File: src/rtl/parking_lot_counter.sv
// parking_lot_counter
//   Multi-lane parking-lot occupancy counter. Each lane has two active-low
//   optical beams (a = outer, b = inner). Every beam is synchronised and
//   debounced, then a per-lane FSM decodes the full blocking sequence into
//   entry / exit pulses. All lane pulses are summed into one saturating count.
//
// Ports
//   clk        in   1        system clock, rising edge
//   reset      in   1        asynchronous, active-low reset
//   sensor_a   in   N_LANES  outer beam per lane, 0 = blocked, async to clk
//   sensor_b   in   N_LANES  inner beam per lane, 0 = blocked, async to clk
//   count      out  COUNT_W  registered occupancy, clamped to [0, CAPACITY]
//   full       out  1        registered, count == CAPACITY
//   empty      out  1        registered, count == 0
//   entry_evt  out  N_LANES  one-cycle pulse per lane on a completed entry
//   exit_evt   out  N_LANES  one-cycle pulse per lane on a completed exit
//   reject     out  1        one-cycle pulse when saturation clipped the update
//
// COUNT_W must satisfy 2**COUNT_W > CAPACITY.

// ---------------------------------------------------------------------------
// plc_debounce
//   2-flop synchroniser followed by a level filter. The filtered output only
//   follows the synchronised input after it has differed for DEBOUNCE
//   consecutive cycles; anything shorter is dropped.
//
// Ports
//   clk    in   1  system clock
//   reset  in   1  asynchronous, active-low reset
//   din    in   1  raw active-low beam, async to clk
//   dout   out  1  filtered active-low beam (1 = clear)
// ---------------------------------------------------------------------------
module plc_debounce #(
    parameter int DEBOUNCE = 4
) (
    input  logic clk,
    input  logic reset,
    input  logic din,
    output logic dout
);
    localparam int CW = (DEBOUNCE > 1) ? $clog2(DEBOUNCE) : 1;

    logic [1:0]    sync;
    logic [CW-1:0] cnt;

    // Preset to 1 so a beam reads "clear" straight out of reset.
    always_ff @(posedge clk or negedge reset) begin
        if (!reset) sync <= 2'b11;
        else        sync <= {sync[0], din};
    end

    // cnt holds how many consecutive cycles sync[1] has disagreed with dout,
    // minus one; the update lands on the DEBOUNCE-th disagreeing cycle.
    always_ff @(posedge clk or negedge reset) begin
        if (!reset) begin
            dout <= 1'b1;
            cnt  <= '0;
        end else if (sync[1] == dout) begin
            cnt  <= '0;
        end else if (cnt == CW'(DEBOUNCE - 1)) begin
            dout <= sync[1];
            cnt  <= '0;
        end else begin
            cnt  <= cnt + 1'b1;
        end
    end
endmodule

// ---------------------------------------------------------------------------
// plc_lane
//   One entry/exit lane: two filtered beams and the direction-decoding FSM.
//   A vehicle must block a, then a+b, then only b, then clear (entry), or the
//   mirror image (exit). Any early clear aborts silently; reversing into the
//   previous step is allowed.
//
// Ports
//   clk        in   1  system clock
//   reset      in   1  asynchronous, active-low reset
//   sensor_a   in   1  raw outer beam, 0 = blocked
//   sensor_b   in   1  raw inner beam, 0 = blocked
//   entry_evt  out  1  registered one-cycle entry pulse
//   exit_evt   out  1  registered one-cycle exit pulse
// ---------------------------------------------------------------------------
module plc_lane #(
    parameter int DEBOUNCE = 4
) (
    input  logic clk,
    input  logic reset,
    input  logic sensor_a,
    input  logic sensor_b,
    output logic entry_evt,
    output logic exit_evt
);
    typedef enum logic [2:0] {
        IDLE   = 3'd0,
        IN_A   = 3'd1,
        IN_AB  = 3'd2,
        IN_B   = 3'd3,
        OUT_B  = 3'd4,
        OUT_BA = 3'd5,
        OUT_A  = 3'd6
    } lane_st_e;

    logic     filt_a, filt_b;
    logic     blk_a, blk_b;
    lane_st_e st, st_nxt;
    logic     entry_nxt, exit_nxt;

    plc_debounce #(.DEBOUNCE(DEBOUNCE)) u_deb_a (
        .clk   (clk),
        .reset (reset),
        .din   (sensor_a),
        .dout  (filt_a)
    );

    plc_debounce #(.DEBOUNCE(DEBOUNCE)) u_deb_b (
        .clk   (clk),
        .reset (reset),
        .din   (sensor_b),
        .dout  (filt_b)
    );

    assign blk_a = ~filt_a;
    assign blk_b = ~filt_b;

    always_ff @(posedge clk or negedge reset) begin
        if (!reset) begin
            st        <= IDLE;
            entry_evt <= 1'b0;
            exit_evt  <= 1'b0;
        end else begin
            st        <= st_nxt;
            entry_evt <= entry_nxt;
            exit_evt  <= exit_nxt;
        end
    end

    always_comb begin
        st_nxt    = st;
        entry_nxt = 1'b0;
        exit_nxt  = 1'b0;
        case (st)
            // Both beams blocked from idle has no direction; wait it out.
            IDLE: begin
                if (blk_a && !blk_b)      st_nxt = IN_A;
                else if (!blk_a && blk_b) st_nxt = OUT_B;
            end
            IN_A: begin
                if (blk_a && blk_b)        st_nxt = IN_AB;
                else if (!blk_a && !blk_b) st_nxt = IDLE;
            end
            IN_AB: begin
                if (!blk_a && blk_b)       st_nxt = IN_B;
                else if (blk_a && !blk_b)  st_nxt = IN_A;
                else if (!blk_a && !blk_b) st_nxt = IDLE;
            end
            IN_B: begin
                if (!blk_a && !blk_b) begin
                    st_nxt    = IDLE;
                    entry_nxt = 1'b1;
                end else if (blk_a && blk_b) begin
                    st_nxt = IN_AB;
                end else if (blk_a && !blk_b) begin
                    st_nxt = IDLE;
                end
            end
            OUT_B: begin
                if (blk_a && blk_b)        st_nxt = OUT_BA;
                else if (!blk_a && !blk_b) st_nxt = IDLE;
            end
            OUT_BA: begin
                if (blk_a && !blk_b)       st_nxt = OUT_A;
                else if (!blk_a && blk_b)  st_nxt = OUT_B;
                else if (!blk_a && !blk_b) st_nxt = IDLE;
            end
            OUT_A: begin
                if (!blk_a && !blk_b) begin
                    st_nxt   = IDLE;
                    exit_nxt = 1'b1;
                end else if (blk_a && blk_b) begin
                    st_nxt = OUT_BA;
                end else if (!blk_a && blk_b) begin
                    st_nxt = IDLE;
                end
            end
            default: st_nxt = IDLE;
        endcase
    end
endmodule

// ---------------------------------------------------------------------------
// parking_lot_counter (top)
// ---------------------------------------------------------------------------
module parking_lot_counter #(
    parameter int N_LANES  = 2,
    parameter int CAPACITY = 7,
    parameter int COUNT_W  = 3,
    parameter int DEBOUNCE = 4
) (
    input  logic               clk,
    input  logic               reset,
    input  logic [N_LANES-1:0] sensor_a,
    input  logic [N_LANES-1:0] sensor_b,
    output logic [COUNT_W-1:0] count,
    output logic               full,
    output logic               empty,
    output logic [N_LANES-1:0] entry_evt,
    output logic [N_LANES-1:0] exit_evt,
    output logic               reject
);
    // Wide enough for count + N_LANES entries and for going negative.
    localparam int SW = COUNT_W + $clog2(N_LANES) + 2;
    localparam logic signed [SW-1:0] CAP_S = SW'(CAPACITY);

    logic        [SW-1:0]      n_entry, n_exit;
    logic signed [SW-1:0]      sum;
    logic        [COUNT_W-1:0] count_nxt;
    logic                      clip;

    for (genvar i = 0; i < N_LANES; i++) begin : g_lane
        plc_lane #(.DEBOUNCE(DEBOUNCE)) u_lane (
            .clk       (clk),
            .reset     (reset),
            .sensor_a  (sensor_a[i]),
            .sensor_b  (sensor_b[i]),
            .entry_evt (entry_evt[i]),
            .exit_evt  (exit_evt[i])
        );
    end

    // All lanes are netted in one step, so an entry and an exit finishing in
    // the same cycle cancel before saturation is considered.
    always_comb begin
        n_entry = '0;
        n_exit  = '0;
        for (int i = 0; i < N_LANES; i++) begin
            n_entry = n_entry + SW'(entry_evt[i]);
            n_exit  = n_exit  + SW'(exit_evt[i]);
        end
        sum       = $signed(SW'(count)) + $signed(n_entry) - $signed(n_exit);
        count_nxt = sum[COUNT_W-1:0];
        clip      = 1'b0;
        if (sum[SW-1]) begin
            count_nxt = '0;
            clip      = 1'b1;
        end else if (sum > CAP_S) begin
            count_nxt = COUNT_W'(CAPACITY);
            clip      = 1'b1;
        end
    end

    // full/empty are registered from the same next value as count so all
    // three change together.
    always_ff @(posedge clk or negedge reset) begin
        if (!reset) begin
            count  <= '0;
            full   <= 1'b0;
            empty  <= 1'b1;
            reject <= 1'b0;
        end else begin
            count  <= count_nxt;
            full   <= (count_nxt == COUNT_W'(CAPACITY));
            empty  <= (count_nxt == '0);
            reject <= clip;
        end
    end
endmodule

File: config.mk
export PLATFORM = sky130hd
export DESIGN_NAME = parking_lot_counter
export DESIGN_NICKNAME = d
export VERILOG_FILES = /design/src/rtl/parking_lot_counter.sv
export SDC_FILE = /design/constraint.sdc
export NUM_CORES = 1
export LEC_CHECK = 0
export CORE_ASPECT_RATIO = 0.9
export CORE_UTILIZATION = 46
export CTS_CLUSTER_DIAMETER = 200
export CTS_CLUSTER_SIZE = 10
export DETAILED_ROUTE_END_ITERATION = 10
export PLACE_DENSITY_LB_ADDON = 0.05
export SETUP_SLACK_MARGIN = 0.2
export SYNTH_ARGS = -nofsm -noshare
export SYNTH_HDL_FRONTEND = slang
export SYNTH_SLANG_ARGS = --single-unit
File: constraint.sdc
create_clock -name clk -period 2.8 [get_ports clk]
set_clock_uncertainty 0.05 [all_clocks]
set_input_delay 0.28 -clock clk [delete_from_list [all_inputs] [get_ports clk]]
set_output_delay 0.28 -clock clk [all_outputs]
set_load 0.02 [all_outputs]
# Yosys cells after proc, flatten, opt, wreduce, memory -nomap -nowiden
# Index checks and enable logic that the tools add are counted.
# totals
reg_bits	36
in_bits	6
output_inout_bits	10
elab_cells	133
# op_classes
eq_ne	27
n_bitwise	8
magnitude_cmp	1
n_reduce_logical	17
n_mux	50
addsub	8
# ops
op	n
two-way mux 3 bit	32
case mux 3 bit (7 select lines)	2
== test 3 bit, second input constant	7
two-way mux 2 bit	8
inequality test 4 x 1 -> 1 bit, second input constant	4
== test 3 x 2 -> 1 bit, second input constant	4
zero test 3 bit	3
adder 2 x 1 -> 2 bit, second input constant	4
== test 2 bit, second input constant	4
logical AND 1 bit	8
two-way mux 1 bit	8
NOT 1 bit	8
AND reduction 2 bit	4
== test 3 x 1 -> 1 bit, second input constant	2
inequality test 3 x 1 -> 1 bit, second input constant	2
AND reduction 3 bit	2
greater-than comparator 5 x 4 -> 1 bit, second input constant	1
subtractor 4 x 2 -> 5 bit	1
adder 1 x 1 -> 2 bit	2
adder 3 x 2 -> 4 bit	1
== test 1 bit	4

# Logic depth before layout (Yosys ltp)
# Gate-level depths: netlist (run 1).
# depth
depth_word	7
mapped_depth	11
mapped_depth_nobuf	11

# Modules after synthesis
# From an unflattened synthesis (run 1), not the netlist that was laid out.
# unflattened
hier_cells	192
area_unflattened_um2	2030.7
# modules_own_cells
module	n_inst	seq_area_each_um2	area_per_inst_um2	cells_per_inst
plc_lane	2	125.1	464.2	58
plc_debounce	4	128.9	177.7	10
parking_lot_counter	1	151.4	391.6	36

# Worst setup path after synthesis (run 1)
# OpenSTA, ideal clock, no wires.
# synth_path
kind	register to register
start	reg g_lane[0].u_lane.exit_evt
end	reg empty
setup_ns	0.067
required_time_ns	2.683
n_path_buf	0
t_arrival_ns	2.260
period_less_slack_ns	2.377
path_slack_ns	0.423
stages_incl_launch_ff	12
path_cell_list	dfrtp_1 -> inv_1 -> fa_1 -> inv_1 -> fa_1 -> inv_1 -> ha_1 -> fa_1 -> xor2_1 -> nor2b_1 -> a21oi_1 -> nor2_1
# synth_between
elab_chain_cells	6
# synth_rtl
element	line_no	text
from (decl)	92	output logic exit_evt
from (signal assigned)	134	exit_evt <= exit_nxt;
adder 1 x 1 -> 2 bit *	238	n_exit = n_exit + SW'(exit_evt[i]);
subtractor 4 x 2 -> 5 bit *	240	sum = $signed(SW'(count)) + $signed(n_entry) - $signed(n_exit);
greater-than comparator 5 x 4 -> 1 bit	246	end else if (sum > CAP_S) begin
two-way mux 3 bit	246	
two-way mux 3 bit *	243	if (sum[SW-1]) begin
zero test 3 bit *	263	empty <= (count_nxt == '0);
to (signal assigned)	263	
to (decl)	206	output logic empty,
# Mark *: on every way between the ends. The rest lies on a longest branch, timed or not.
# A chain may end at the register's enable or synchronous reset.

# Worst setup path after layout (run 1)
# Same ends and word-level chain as after synthesis.

==> reports/metrics.csv, run 1 <==
metric,value,unit
crit start category,flop,
syn_nets,216,
Clock Latency Late Sink,280,ps
max_slew headroom,69.96,%
Max Fclk,0.4070,GHz
Crit path arrival time,2630,ps
Tmin final,2457,ps
area grow syn2layout,17.61,%
fillers,365,
Final Max Tran Viols,0,
most common cell in the netlist,dfrtp_1,
Peak VDD IR,0.0005393,V
area of the multi-input gates,935.9,um^2
"EDFF count, synth",0,
Starting Density,47.99,%
Post-route DRC,0,
register area share after synthesis,46.60,%
Seq pwr share,35.0,%
cell taking the most area after synthesis,dfrtp_1,
final net count,230,
clock slew at reported path FFs,80,ps
FF+latch area,917.1,um^2
share of cells above drive strength 1,15.05,%
Final Setup Violations,0,
top-area cell type share of the netlist area,29.24,%
Row Count,22,
worst path required time,2970,ps
r2r setup slk,340,ps
Logic pwr share,42.1,%
Longest Clk Path Bufs,2,
status,"complete, no violations",
Syn Area/Cell,10.30,um^2
Die W,70.95,um
mapped cell area,0.001968,mm^2
max cap viols,0,
Ys Warns,0,
pin count of the biggest net entering global routing,37,
total grt overflow,0,
asr flop ratio synth,100.0,%
PnR Total Power,2.613,mW
TNS Setup,0,ps
Final Wtd Congestion,0.8554,
Crit Path Max Fanout,3,
TritonCTS clock tree,built,
Mapped Cells,191,
clock network power share,22.9,%
Post-synth top flop,dfrtp_1,
DP Wirelength,2377,um
"top cells by count, synth","dfrtp_1, inv_1, ha_1, dfstp_2, nor2_1",
CTS buffer count,5,
sw frac,37.04,%
core area,0.004101,mm^2
vias in the first global route,1293,
First-pass DRT Iterations,6,
# clock sinks,36,
Via Count,1346,
CTS H-tree lvls,2,
routed len/inst,13.30,um
Vias per Instance,5.299,
first-pass GRT wire length,5789,um
Chip Height,64.06,um
Final ANT Viol Nets,0,
Fin. Hold Viols,0,
Worst Setup End Kind,flop,
drt total wl,3378,um
P_leak,0.9914,nW
power per cell area,1129,mW/mm^2
io pins,16,
slew at the pin closest to its max-slew limit,450.7,ps
CTS Root Cell,clkbuf_8,
Pint,1.645,mW
top post-synthesis cells by area,"dfrtp_1, dfstp_2, ha_1",
ant diodes,0,
fin crit share,87.75,%
critical path class,reg -> reg,
total track usage,16.44,%
Die Area,0.004545,mm^2
"FF+latch count, synth",36,
initial antenna violation count,0,
DRT iter0 DRCs,157,
Switch Pwr,0.9679,mW
worst hold path type,reg -> reg,
Synth cell types,40,
PortBufs,15,
RSZ-0062 raised after global routing,false,
-- critical path, cell delays in order, from the launching register on --
cell     delay, ps
dfrtp_1        360
inv_1           60
fa_1           540
inv_1           50
fa_1           360
inv_1          100
ha_4           150
fa_2           220
xor2_2         180
nor2b_4        180
a21oi_1         70
nor2_1          90
-- power by group through the flow --
stage | logic (mW) | clock network (mW) | registers, mW
after CTS | 1.05 | 0.616 | 0.910
after global placement | 0.992 | 0 | 0.911
after detailed placement | 1.04 | 0 | 0.917
after floorplan | 0.835 | 0 | 0.853
after global routing | 1.24 | 0.639 | 0.946
final | 1.10 | 0.597 | 0.914
-- kinds of logic after synthesis --
family | count (synthesis) | synth area share (%)
and+or+nand+nor | 59 | 16.08
AOI/OAI and AO/OA | 40 | 14.11
DFF | 36 | 46.60
buffers and inverters | 32 | 7.374
adders and majority gates | 19 | 13.60
xor gates and xnor gates | 5 | 2.225
-- flip-flops by register name, summed over array words and instances, names as in the netlist --
register / flops
count: 3
g_lane.u_lane.st: 6
g_lane.u_lane.entry_evt: 2
g_lane.u_lane.u_deb_b.sync: 4
g_lane.u_lane.u_deb_a.sync: 4
g_lane.u_lane.u_deb_a.cnt: 4
g_lane.u_lane.u_deb_b.dout: 2
g_lane.u_lane.exit_evt: 2
reject: 1
empty: 1
full: 1
g_lane.u_lane.u_deb_b.cnt: 4
g_lane.u_lane.u_deb_a.dout: 2
-- routing by layer --
metal | up-vias | track usage (%) | part of all wire [%]
li1 | 673 | - | -
met1 | 631 | 22.94 | 49
met2 | 37 | 25.00 | 46
met3 | 5 | 3.943 | 4.1
met4 | 0 | 6.000 | 0.92
met5 | - | 0 | 0
-- repair_timing --
action                                  CTS  global route
gates resized for setup                   2             4
cloned                                    0             0
hold buffers                              0             0
setup buffers                             0             1
pin swaps                                 0             2
endpoints found under the setup margin    1             2
-- path summary, 6_finish.rpt --
path | from | endpoint | depth (start not counted)
worst max-delay path | g_lane[0].u_lane.exit_evt | empty | 11
worst min-delay path | g_lane[0].u_lane.u_deb_b.sync[0] | g_lane[0].u_lane.u_deb_b.sync[1] | 0
worst max register to register | g_lane[0].u_lane.exit_evt | empty | 11
worst min register to register | g_lane[0].u_lane.u_deb_b.sync[0] | g_lane[0].u_lane.u_deb_b.sync[1] | 0
max in group asynchronous | reset | g_lane[1].u_lane.u_deb_b.dout | 2
min in group asynchronous | reset | reject | 2
-- through the flow --
stage          util [%]  setup slack (ps)  hold WS, ps  cell area [um^2]  instances
3_5_place_dp      51.77             164.8        298.8              2123        245
5_1_grt           56.44             228.3        316.8              2315        254
2_1_floorplan         -             423.2       -65.59              1968        191
4_1_cts           55.77             226.0        312.7              2287        253
6_report          56.44             343.0        310.7              2315        254
3_3_place_gp      51.77             332.4        296.6              2123        245
-- layout make-up --
| cell class | count | area share [%] |
|---|---|---|
| Timing Repair Buffer | 17 | 7.135 |
| Sequential cell | 36 | 39.62 |
| Clock inverter | 2 | 2.595 |
| Clock buffer | 6 | 4.054 |
| Tap cell | 48 | 2.595 |
| Multi-Input combinational cell | 123 | 40.43 |
| Inverter | 22 | 3.568 |
-- placed cells by master, fill, tap and decap left out, types with 3 or more instances in the layout --
| cell | n |
|---|---|
| nor2_1 | 12 |
| o31ai_1 | 5 |
| nor2b_1 | 8 |
| nand2_1 | 10 |
| dfrtp_1 | 23 |
| o21ai_0 | 7 |
| a31oi_1 | 5 |
| nor3b_1 | 3 |
| a21oi_1 | 7 |
| xnor2_1 | 4 |
| clkbuf_8 | 5 |
| nand3b_1 | 4 |
| dfstp_2 | 13 |
| inv_1 | 21 |
| ha_1 | 14 |
| fa_1 | 3 |
| nand2b_1 | 6 |
| clkdlybuf4s50_1 | 15 |
| nor3_1 | 8 |
Note: power is estimated with default switching activity, not from simulation.
==> run 2: changes to the inputs <==
--- a/config.mk
+++ b/config.mk
@@ -10,6 +10,7 @@
 export CTS_CLUSTER_DIAMETER = 200
 export CTS_CLUSTER_SIZE = 10
 export DETAILED_ROUTE_END_ITERATION = 10
+export HOLD_SLACK_MARGIN = 0.05
 export PLACE_DENSITY_LB_ADDON = 0.05
 export SETUP_SLACK_MARGIN = 0.2
 export SYNTH_ARGS = -nofsm -noshare
==> results of run 2 <==
No change in the layout: final DEF, timing and power equal those of run 1.
